--- config.mk ---
export PLATFORM = sky130hd
export DESIGN_NAME = sccb_cfg_seq
export DESIGN_NICKNAME = d
export VERILOG_FILES = /design/src/rtl/sccb_cfg_seq.sv
export SDC_FILE = /design/constraint.sdc
export NUM_CORES = 1
export LEC_CHECK = 0
export CAP_MARGIN = 20
export CELL_PAD_IN_SITES_DETAIL_PLACEMENT = 1
export CELL_PAD_IN_SITES_GLOBAL_PLACEMENT = 1
export CORE_AREA = 10 10 98 100
export CTS_CLUSTER_DIAMETER = 50
export DETAILED_ROUTE_END_ITERATION = 8
export DIE_AREA = 0 0 108 110
export GPL_TIMING_DRIVEN = 0
export PLACE_DENSITY = 0.75
export SETUP_SLACK_MARGIN = 0.3
export SKIP_CTS_REPAIR_TIMING = 1
export SYNTH_ARGS = -nofsm -noshare
export SYNTH_HDL_FRONTEND = slang
export SYNTH_SLANG_ARGS = --single-unit
--- constraint.sdc ---
create_clock -name clk -period 3.2 [get_ports clk]
set_clock_uncertainty 0.1 [all_clocks]
set_input_delay 0.64 -clock clk [delete_from_list [all_inputs] [get_ports clk]]
set_output_delay 0.64 -clock clk [all_outputs]
set_load 0.02 [all_outputs]
--- src/rtl/sccb_cfg_seq.sv ---
// rtl/sccb_cfg_seq.sv - SCCB register-table configuration sequencer.
// Optional per-entry readback/compare is enabled by defining CFG_READBACK_EN.
module sccb_cfg_seq #(
  parameter logic [7:0] DEV_ID     = 8'h78,
  parameter int         ADDR_BYTES = 2,
  parameter int         REG_NUM    = 285,
  parameter int         DELAY      = 1_000_000,
  localparam int        AW         = (REG_NUM > 1) ? $clog2(REG_NUM) : 1,
  localparam int        TW         = 8 * ADDR_BYTES + 8
) (
  input  logic          clk,
  input  logic          rst_n,
  input  logic          start,
  output logic [AW-1:0] tbl_addr,
  input  logic [TW-1:0] tbl_data,
  output logic          req,
  output logic [3:0]    cmd,
  output logic [7:0]    dout,
  input  logic          done,
  input  logic [7:0]    din,
  output logic          busy,
  output logic          config_done,
  output logic [7:0]    err_cnt
);

  localparam int DW = (DELAY > 1) ? $clog2(DELAY) : 1;

  localparam logic [3:0] C_START = 4'b0001;
  localparam logic [3:0] C_WRITE = 4'b0010;
  localparam logic [3:0] C_READ  = 4'b0100;
  localparam logic [3:0] C_STOP  = 4'b1000;

  localparam logic [3:0] S_WAIT  = 4'd0;
  localparam logic [3:0] S_IDLE  = 4'd1;
  localparam logic [3:0] S_FETCH = 4'd2;
  localparam logic [3:0] S_REQ   = 4'd3;
  localparam logic [3:0] S_XFER  = 4'd4;
  localparam logic [3:0] S_NEXT  = 4'd5;
  localparam logic [3:0] S_DONE  = 4'd6;
`ifdef CFG_READBACK_EN
  localparam logic [3:0] S_RREQ  = 4'd7;
  localparam logic [3:0] S_RXFER = 4'd8;
`endif

  logic [3:0]    r_state;
  logic [DW-1:0] r_dly;
  logic [AW-1:0] r_idx;
  logic [2:0]    r_byte;
  logic          r_req;
  logic [3:0]    r_cmd;
  logic [7:0]    r_dout;
  logic          r_cfg_done;

  logic [2:0]    w_sel;
  logic [7:0]    w_addr_byte;
  logic [7:0]    w_data_byte;
  logic          w_last_wr;
  logic [3:0]    w_wr_cmd;
  logic [7:0]    w_wr_dout;

  // Address bytes sit MSB-first above the data byte; r_byte=1 picks the top one.
  assign w_sel       = 3'(ADDR_BYTES + 1) - r_byte;
  assign w_addr_byte = 8'(tbl_data >> {w_sel, 3'b000});
  assign w_data_byte = tbl_data[7:0];
  assign w_last_wr   = (r_byte == 3'(ADDR_BYTES + 1));

  always_comb begin
    w_wr_cmd  = C_START | C_WRITE;
    w_wr_dout = DEV_ID;
    if (w_last_wr) begin
      w_wr_cmd  = C_STOP | C_WRITE;
      w_wr_dout = w_data_byte;
    end else if (r_byte != 3'd0) begin
      w_wr_cmd  = C_WRITE;
      w_wr_dout = w_addr_byte;
    end
  end

`ifdef CFG_READBACK_EN
  logic [7:0] r_err;
  logic       w_last_rb;
  logic [3:0] w_rb_cmd;
  logic [7:0] w_rb_dout;

  assign w_last_rb = (r_byte == 3'(ADDR_BYTES + 2));

  // Readback: re-address the register (STOP on last addr byte), then read it.
  always_comb begin
    w_rb_cmd  = C_START | C_WRITE;
    w_rb_dout = DEV_ID;
    if (w_last_rb) begin
      w_rb_cmd  = C_READ | C_STOP;
      w_rb_dout = 8'h00;
    end else if (r_byte == 3'(ADDR_BYTES + 1)) begin
      w_rb_cmd  = C_START | C_WRITE;
      w_rb_dout = DEV_ID | 8'h01;
    end else if (r_byte != 3'd0) begin
      w_rb_cmd  = (r_byte == 3'(ADDR_BYTES)) ? (C_STOP | C_WRITE) : C_WRITE;
      w_rb_dout = w_addr_byte;
    end
  end

  assign err_cnt = r_err;
`else
  logic w_unused_din;
  assign w_unused_din = ^din;
  assign err_cnt      = 8'h00;
`endif

  always_ff @(posedge clk or negedge rst_n) begin
    if (!rst_n) begin
      r_state    <= S_WAIT;
      r_dly      <= '0;
      r_idx      <= '0;
      r_byte     <= 3'd0;
      r_req      <= 1'b0;
      r_cmd      <= 4'h0;
      r_dout     <= 8'h00;
      r_cfg_done <= 1'b0;
`ifdef CFG_READBACK_EN
      r_err      <= 8'h00;
`endif
    end else begin
      r_req  <= 1'b0;
      r_cmd  <= 4'h0;
      r_dout <= 8'h00;
      case (r_state)
        S_WAIT: begin
          if (r_dly == DW'(DELAY - 1)) begin
            r_dly   <= '0;
            r_idx   <= '0;
            r_state <= S_FETCH;
          end else begin
            r_dly <= r_dly + DW'(1);
          end
        end
        S_IDLE: begin
          if (start) begin
            r_idx      <= '0;
            r_cfg_done <= 1'b0;
`ifdef CFG_READBACK_EN
            r_err      <= 8'h00;
`endif
            r_state    <= S_FETCH;
          end
        end
        S_FETCH: begin
          r_byte  <= 3'd0;
          r_state <= S_REQ;
        end
        S_REQ: begin
          r_req   <= 1'b1;
          r_cmd   <= w_wr_cmd;
          r_dout  <= w_wr_dout;
          r_state <= S_XFER;
        end
        S_XFER: begin
          if (done) begin
            if (w_last_wr) begin
`ifdef CFG_READBACK_EN
              r_byte  <= 3'd0;
              r_state <= S_RREQ;
`else
              r_state <= S_NEXT;
`endif
            end else begin
              r_byte  <= r_byte + 3'd1;
              r_state <= S_REQ;
            end
          end
        end
`ifdef CFG_READBACK_EN
        S_RREQ: begin
          r_req   <= 1'b1;
          r_cmd   <= w_rb_cmd;
          r_dout  <= w_rb_dout;
          r_state <= S_RXFER;
        end
        S_RXFER: begin
          if (done) begin
            if (w_last_rb) begin
              if ((din != w_data_byte) && (r_err != 8'hFF))
                r_err <= r_err + 8'd1;
              r_state <= S_NEXT;
            end else begin
              r_byte  <= r_byte + 3'd1;
              r_state <= S_RREQ;
            end
          end
        end
`endif
        S_NEXT: begin
          if (r_idx == AW'(REG_NUM - 1)) begin
            r_cfg_done <= 1'b1;
            r_state    <= S_DONE;
          end else begin
            r_idx   <= r_idx + AW'(1);
            r_state <= S_FETCH;
          end
        end
        S_DONE: r_state <= S_IDLE;
        default: r_state <= S_WAIT;
      endcase
    end
  end

  assign tbl_addr    = r_idx;
  assign req         = r_req;
  assign cmd         = r_cmd;
  assign dout        = r_dout;
  assign busy        = (r_state != S_IDLE) && (r_state != S_DONE);
  assign config_done = r_cfg_done;

endmodule

Word level (Yosys, flattened, before mapping)
Index checks and enable logic that the tools add are counted.
- output and inout port bits: 32
- logic and storage cells: 64
- bits of input ports: 36
- register bits after elaboration: 50
- reductions and logical operators: 10
- shifts and indexed selects: 1
- mux-type cells: 24
- add/subtract/negate cells: 4
- eq/ne operators: 17
- operator list (cell ; number):
    $pmux W4 S7 ; 1
    $mux W9 ; 3
    $pmux W9 S3 ; 1
    $mux W8 ; 3
    $shr A24 B6 Y8 ; 1
    $add A20 B1 Y20 const B ; 1
    $eq A20 B20 Y1 const B ; 1
    $mux W20 ; 1
    $mux W4 ; 5
    $eq A4 B3 Y1 const B ; 3
    $mux W3 ; 4
    $ne A2 B2 Y1 const B ; 6
    $add A9 B1 Y9 const B ; 1
    $eq A9 B9 Y1 const B ; 1
    $reduce_and A3 Y1 ; 3
    $eq A4 B2 Y1 const B ; 2
    $pmux W3 S2 ; 1
    $reduce_bool A3 Y1 ; 2
    $eq A4 B1 Y1 const B ; 1
    $logic_not A4 Y1 ; 1
    $mux W1 ; 4
    $ne A4 B1 Y1 const B ; 1
    $ne A4 B3 Y1 const B ; 1
    $reduce_and A4 Y1 ; 1
    6 further kinds ; 7

Depth between registers and ports, before layout
Gate-level depths: netlist of run 1.
- word-level depth: 5
- depth in mapped cells: 8
- depth with buffers taken out: 7

Worst setup path before layout of run 1
No wires, ideal clock.
- path type: reg-to-reg
- start point: reg r_dly[15]
- end point: reg r_idx[7] (netlist: tbl_addr[7])
- slack: 949 ps
- arrival: 2025 ps
- data required time: 2974 ps
- period minus slack after synthesis: 2251 ps
- cell stages (with the launch flop): 6
- library setup time: 126 ps
- buffers on the path: 0
- cell sequence: dfrtp_1 -> or4b_4 -> nor4_4 -> a21oi_2 -> or3_4 -> a221o_1
- longest elaborated chain between the ends: 3
- ends and longest elaborated chain (item ; line ; text):
    start: declaration ; 46 ; logic [DW-1:0] r_dly;
    start signal: assignment ; 134 ; r_dly <= r_dly + DW'(1);
    $eq A20 B20 Y1 ; 129 ; if (r_dly == DW'(DELAY - 1)) begin
    $ne A2 B2 Y1 (no line) ; - ;
    $reduce_and A4 Y1 (no line) ; - ;
    end signal: assignment ; 197 ; r_idx <= r_idx + AW'(1);
    end: declaration ; 47 ; logic [AW-1:0] r_idx;
No other way between the ends.
A chain may end at the register's enable or synchronous reset.

Worst setup path after layout of run 1
- start point: reg r_state[0]
- end point: out busy
- longest elaborated chain between the ends: 2
- elaborated cells between the ends (all ways): 3
- classes of those cells: 2 x eq/ne; 1 x reduce/logical
- ends and longest elaborated chain (item ; line ; text):
    start: declaration ; 45 ; logic [3:0] r_state;
    start signal: assignment ; 112 ; r_state <= S_WAIT;
    start signal: assignment ; 132 ; r_state <= S_FETCH;
    start signal: assignment ; 144 ; r_state <= S_FETCH;
    $ne A4 B1 Y1 or $ne A4 B3 Y1 (tied branches) ; 211 ; assign busy = (r_state != S_IDLE) && (r_state != S_DONE);
    $logic_and A1 B1 Y1 (*) ; 211 ;
    end: declaration ; 21 ; output logic busy,
Every way passes the cells marked *; elsewhere a longest branch is shown, timed or not.

==> results of run 1 <==
-- registers in the layout, summed over array words and instances, names as in the netlist --
| signal | flops |
|---|---|
| r_byte | 3 |
| tbl_addr | 9 |
| dout | 8 |
| r_state | 3 |
| r_dly | 20 |
| cmd | 3 |
| config_done | 1 |
-- layout by cell type, fill, tap and decap left out, types with 2 or more instances in the layout --
master	n
nor2_1	29
nor3_1	10
o221a_2	4
or3_1	2
nand2_1	24
a21oi_1	15
xor2_1	4
clkdlybuf4s50_1	48
conb_1	9
nor4b_2	2
nor4_1	7
nand3_1	11
nor2b_1	6
dfrtp_1	47
o21ai_0	19
and3_1	11
o31ai_1	2
nand3b_1	2
nand4bb_1	2
inv_1	8
a31oi_1	4
mux2_2	2
xnor2_1	10
buf_4	10
o22ai_1	4
nand4_1	2
clkbuf_8	6
clkbuf_1	8
a22o_1	2
nand2b_1	4
clkbuf_2	4
a2bb2oi_1	2
ha_1	5
-- cells in the mapped netlist, drive strengths merged (2+ instances only) --
cell type,instances
nor4b,2
nor2b,6
and3,11
buf,11
a22o,2
a2bb2oi,2
nand4bb,2
nand3b,2
or4b,2
nand2b,4
a21oi,16
or3,3
o22ai,4
clkbuf,11
xnor2,10
nor2,29
a31oi,4
o31ai,2
nand2,24
nor3,10
mux2,2
dfrtp,47
inv,8
xor2,4
ha,5
o21ai,19
nor4,8
o221a,4
nand4,2
nand3,11
-- logic make-up (layout without fill, tap and decap cells) --
logic type,count (synthesis),in the layout,share of synthesized area [%]
mux,3,3,1.238
flops,47,47,44.76
compound gates,62,62,15.33
simple gates,122,122,25.76
other cells,1,9,0.1427
xor+xnor,14,14,4.666
buf+inv,30,89,5.714
fa+ha+maj,5,5,2.381
-- per-layer routing --
| metal | vias to the layer above | share of wire (%) |
|---|---|---|
| li1 | 1135 | - |
| met1 | 1176 | 42 |
| met2 | 32 | 53 |
| met3 | 8 | 3.6 |
| met4 | 0 | 1.5 |
| met5 | - | 0 |
-- cell type report --
type,instances,area share (%)
plain buffers,22,3.648
clock inverters,2,1.131
inverters,8,0.8756
well taps,102,3.721
clock buffers,6,2.408
multi-input cells,215,38.82
repair buffers,51,15.10
flip-flops and latches,47,34.29
-- worst max path at each step --
stage / startpoint / endpoint / slack, ps / depth (start not counted)
detailed placement: r_state[2] / busy / 430 / 5
floorplan: r_dly[15] / tbl_addr[7] / 950 / 5
global route: r_state[1] / r_dly[19] / 350 / 6
finish: r_state[0] / busy / 670 / 5
CTS: r_state[2] / busy / 50 / 5
global placement: rst_n / tbl_addr[0] / -120 / 1
-- where the power goes --
| group | internal, mW | total [mW] | leakage, nW | switching, mW |
|---|---|---|---|---|
| Clock | 0.257 | 0.478 | 0.0618 | 0.220 |
| Combinational | 0.391 | 0.984 | 0.748 | 0.593 |
| Sequential | 0.705 | 0.803 | 0.641 | 0.0983 |
-- through the flow --
stage | std cells | TNS [ps] | utilization (%)
floorplan | 292 | 0 | -
global placement | 444 | -5547 | 42.96
detailed placement | 445 | 0 | 43.16
CTS | 453 | 0 | 44.75
global route | 453 | 0 | 44.85
finish | 453 | 0 | 44.85
-- worst max-delay path, stage by stage, from the launching register on --
cell            delay [ps]
dfrtp_1                420
clkbuf_2               240
nor2b_1                150
clkbuf_1               340
a2bb2oi_1              110
dlymetal6s2s_1         230
==> impl_metrics.yaml, run 1 <==
run_status:
  status: "complete, no violations"
pwr:
  leakage_nw: 1.451
  ir_worst_vdd_uv: 369.4
  total_power_mw: 2.265
  powerDensity_nw_per_um2: 660.4
sta:
  final-hold-violation-count: 0
  drv_slew: 0
  slew_headroom_pct: 31.43
  setup_viol: 0
  max_freq_ghz: 0.3947
  worst_pin_slew_ps: 1021
  hold_slack_ps: 224.0
  fin_crit_ps: 2534
  fin_crit_sh_pct: 79.18
  rsz0062_at_grt: "false"
  setup_ws_ps: 666.2
run:
  cap_violations: 0
logic_synthesis:
  syn-cell-area_um2: 2628
  avgSynthCellArea_um2: 9.252
  postSynthCellCount: 284
  yosysTopAreaCell: "dfrtp_1"
  ys_warn_count: 0
  async_reset_ff_share_pct: 100.0
  synth_seq_cells: 47
  synth_cell_types: 52
  synth_area_leaders: "dfrtp_1 45%, nor2_1 4.1%, o21ai_0 3.6%"
  synth_edf_count: 0
  synth_top_area_share_pct: 44.76
  synth_flop_cell: "dfrtp_1"
  synth_seq_area_share_pct: 44.76
worst_setup_path:
  ff2ff_setup_slack_ps: 670
  r2r-start: "r_state[1]"
  cp_max_fo: 10
  worstPathArrival_ps: 1790
  r2r_cells: 7
  end_kind: "output pin"
  startpoint_type: "register"
  crit_type: "register to output pin"
  r2r-end: "r_dly[17]"
  crit_required_ps: 2460
floorplanning:
  die_w_um: 108
  start_util_pct: 34.36
  fp.dieH_um: 110
  boundaryPins: 68
  num_rows: 32
  coreArea_um2: 7647
  dieArea_um2: 11880
cells_and_area:
  multi_input_area_um2: 1331
  final_cell_area_um2: 3430
  register_area_um2: 1176
  insertedDiodeCount: 0
  fillers: 898
  area_growth_pct: 30.52
  finalNetCount: 391
  drive_gt1_share_pct: 11.11
route:
  vias: 2351
  wl_um: 7563
  drtAntennaViolNets: 0
  drc: 0
  viasPerCell: 5.190
  avgRoutedWirePerCell_um: 16.70
  drtIter0Drc: 49
  first_pass_iters: 4
global_routing:
  met2_usage_pct: 23.62
  grt_overflow: 0
  grt_max_degree: 25
  grt_usage_pct: 13.57
  grt_pass1_wl_um: 13010
  busiest_layer: "met2"
  antenna_found_initial: 0
  grt_pass1_vias: 2526
  use_met1_pct: 16.08
  grt_use_met3_pct: 3.250
clock_network:
  htreeDepth: 2
  clkTransAtPathRegs_ps: 90
  cts_made_buffers: 5
  cts_tree: "done"
  root_buffer: "clkbuf_8"
  clockBufferDepth: 2
  clock_sinks: 47
  worstSkewPairLatency_ps: 310
placement:
  pre_cts_ws_ps: 427.4
  place_congestion: 0.8068
  port_buffers: 50
  place_area_um2: 3301
  dp_hpwl_um: 5758
worst_hold_path:
  hold_class: "input port to async pin"
(Power assumes the default switching activity.)
==> run 2, diff against run 1 <==
--- a/config.mk
+++ b/config.mk
@@ -8,12 +8,12 @@
 export CAP_MARGIN = 20
 export CELL_PAD_IN_SITES_DETAIL_PLACEMENT = 1
 export CELL_PAD_IN_SITES_GLOBAL_PLACEMENT = 1
-export CORE_AREA = 10 10 98 100
+export CORE_AREA = 10 10 101 103
 export CTS_CLUSTER_DIAMETER = 50
 export DETAILED_ROUTE_END_ITERATION = 8
-export DIE_AREA = 0 0 108 110
+export DIE_AREA = 0 0 111 113
 export GPL_TIMING_DRIVEN = 0
-export PLACE_DENSITY = 0.75
+export PLACE_DENSITY = 0.73
 export SETUP_SLACK_MARGIN = 0.3
 export SKIP_CTS_REPAIR_TIMING = 1
 export SYNTH_ARGS = -nofsm -noshare
==> constraint.sdc (replaced) <==
create_clock -name clk -period 2.3 [get_ports clk]
set_clock_uncertainty 0.1 [all_clocks]
set_input_delay 0.46 -clock clk [delete_from_list [all_inputs] [get_ports clk]]
set_output_delay 0.46 -clock clk [all_outputs]
set_load 0.02 [all_outputs]
==> run 2 against run 1 <==
Compared with the run above: the run now ends with negative setup slack left; global-route usage shrank 1.3 points; clock power grew 19%; sequential power grew 43%; hold slack gained 190 ps; highest routed layer unchanged.
==> impl_metrics.yaml, run 2 (synthesized netlist as in run 1, its figures left out) <==
route:
  drtIter0Drc: 59
  first_pass_iters: 4
  drc: 0
  vias: 2417
  drtAntennaViolNets: 0
  avgRoutedWirePerCell_um: 17.49
  viasPerCell: 5.132
  wl_um: 8240
worst_setup_path:
  crit_required_ps: 2400
  end_kind: "register"
  crit_type: "register to register"
  cp_max_fo: 5
  r2r-start: "r_dly[13]"
  worstPathArrival_ps: 2440
  r2r_cells: 5
  startpoint_type: "register"
  crit_start: "r_dly[13]"
clock_network:
  cts_made_buffers: 5
  worstSkewPairLatency_ps: 300
  root_buffer: "clkbuf_8"
  htreeDepth: 2
  clkTransAtPathRegs_ps: 100
  clockBufferDepth: 2
  clock_sinks: 47
  cts_tree: "done"
global_routing:
  grt_usage_pct: 12.30
  antenna_found_initial: 0
  grt_max_degree: 38
  grt_pass1_vias: 2464
  grt_pass1_wl_um: 12810
  grt_overflow: 0
sta:
  hold_slack_ps: 412.3
  fin_crit_sh_pct: 101.8
  fin_crit_ps: 2342
  setup_viol: 2
  drv_slew: 0
  final-hold-violation-count: 0
  max_freq_ghz: 0.4269
  setup_ws_ps: -42.24
  rsz0062_at_grt: "true"
cells_and_area:
  mostFrequentLayoutCells: "43 x clkdlybuf4s50_1, 42 x dfrtp_1, 26 x nor2_1"
  layout_commonest_cell: "clkdlybuf4s50_1"
  final_cell_area_um2: 3774
  drive_gt1_share_pct: 23.22
  finalNetCount: 406
  largest_register: "r_dly"
  finish.utilization_pct: 46.39
  area_growth_pct: 43.62
  insertedDiodeCount: 0
  largest_reg_flops: 20
floorplanning:
  fp.dieH_um: 113
  boundaryPins: 68
  die_w_um: 111
  coreArea_um2: 8134
  start_util_pct: 32.30
  dieArea_um2: 12540
  num_rows: 33
pwr:
  powerDensity_nw_per_um2: 898.1
  ir_worst_vdd_uv: 382.9
  leakage_nw: 1.675
  total_power_mw: 3.389
placement:
  port_buffers: 50
  dp_hpwl_um: 5766
  place_area_um2: 3379
  place_congestion: 0.7459
run_status:
  failed_checks: "negative setup slack"
  status: "complete, but fails checks"
worst_hold_path:
  hp-start: "r_dly[2]"
  min_delay_path_depth: 1
  hold_class: "register to register"
run:
  cap_violations: 0
run 2: changes by cell type in the layout (fill, tap and decap cells not counted), moves of 3 or more:
cell	change
nor3_1	-5
clkbuf_1	-6
buf_8	+3
dlymetal6s2s_1	+4
buf_4	+11
buf_6	+3
nor2_1	-3
clkdlybuf4s50_1	-5
dfrtp_2	+5
dfrtp_1	-5
nor3_4	+4
run 2: final cells by class:
class	count	area, um2
well taps	105	131.4
clock buffers	8	100.1
inverters	8	30.03
fillers	919	4360
plain buffers	22	165.2
flip-flops and latches	47	1182
repair buffers	66	649.4
multi-input cells	215	1515
run 2: path summary, 6_finish.rpt:
kind	endpoint	slack (ps)
hold reg to reg	r_dly[2]	410
setup / recovery	tbl_addr[7]	-40
setup reg to reg	tbl_addr[7]	-40
max in group asynchronous	r_dly[7]	1110
hold / removal	r_dly[2]	410
min in group asynchronous	r_dly[17]	470
run 2: where the power goes:
group          switching [mW]  total (mW)  internal (mW)
clock network           0.292       0.567          0.275
registers               0.168        1.15          0.984
logic                   0.928        1.67          0.743
run 2: routing by layer:
metal	wire length [um]	track usage [%]	vias up	part of all wire (%)
met5	0	0	-	0
met4	103	4.427	0	1.3
met3	233	2.536	4	2.8
met2	4431	22.05	32	54
met1	3472	14.13	1220	42
li1	-	-	1161	-
run 2: critical path, cell delays in order, from the launching register on:
cell and delay (ps):
dfrtp_1 410, or4b_4 560, nor4_4 270, a21oi_4 130
or3_4 450, a221o_1 330
run 2: stage by stage:
stage	instances	setup TNS, ps	worst slack [ps]
after CTS	456	-1166	-705.5
final	471	-43.27	-42.24
after global routing	471	-456.2	-124.5
after floorplan	292	0	136.6
after global placement	447	-40640	-860.7
after detailed placement	448	-619.6	-344.4
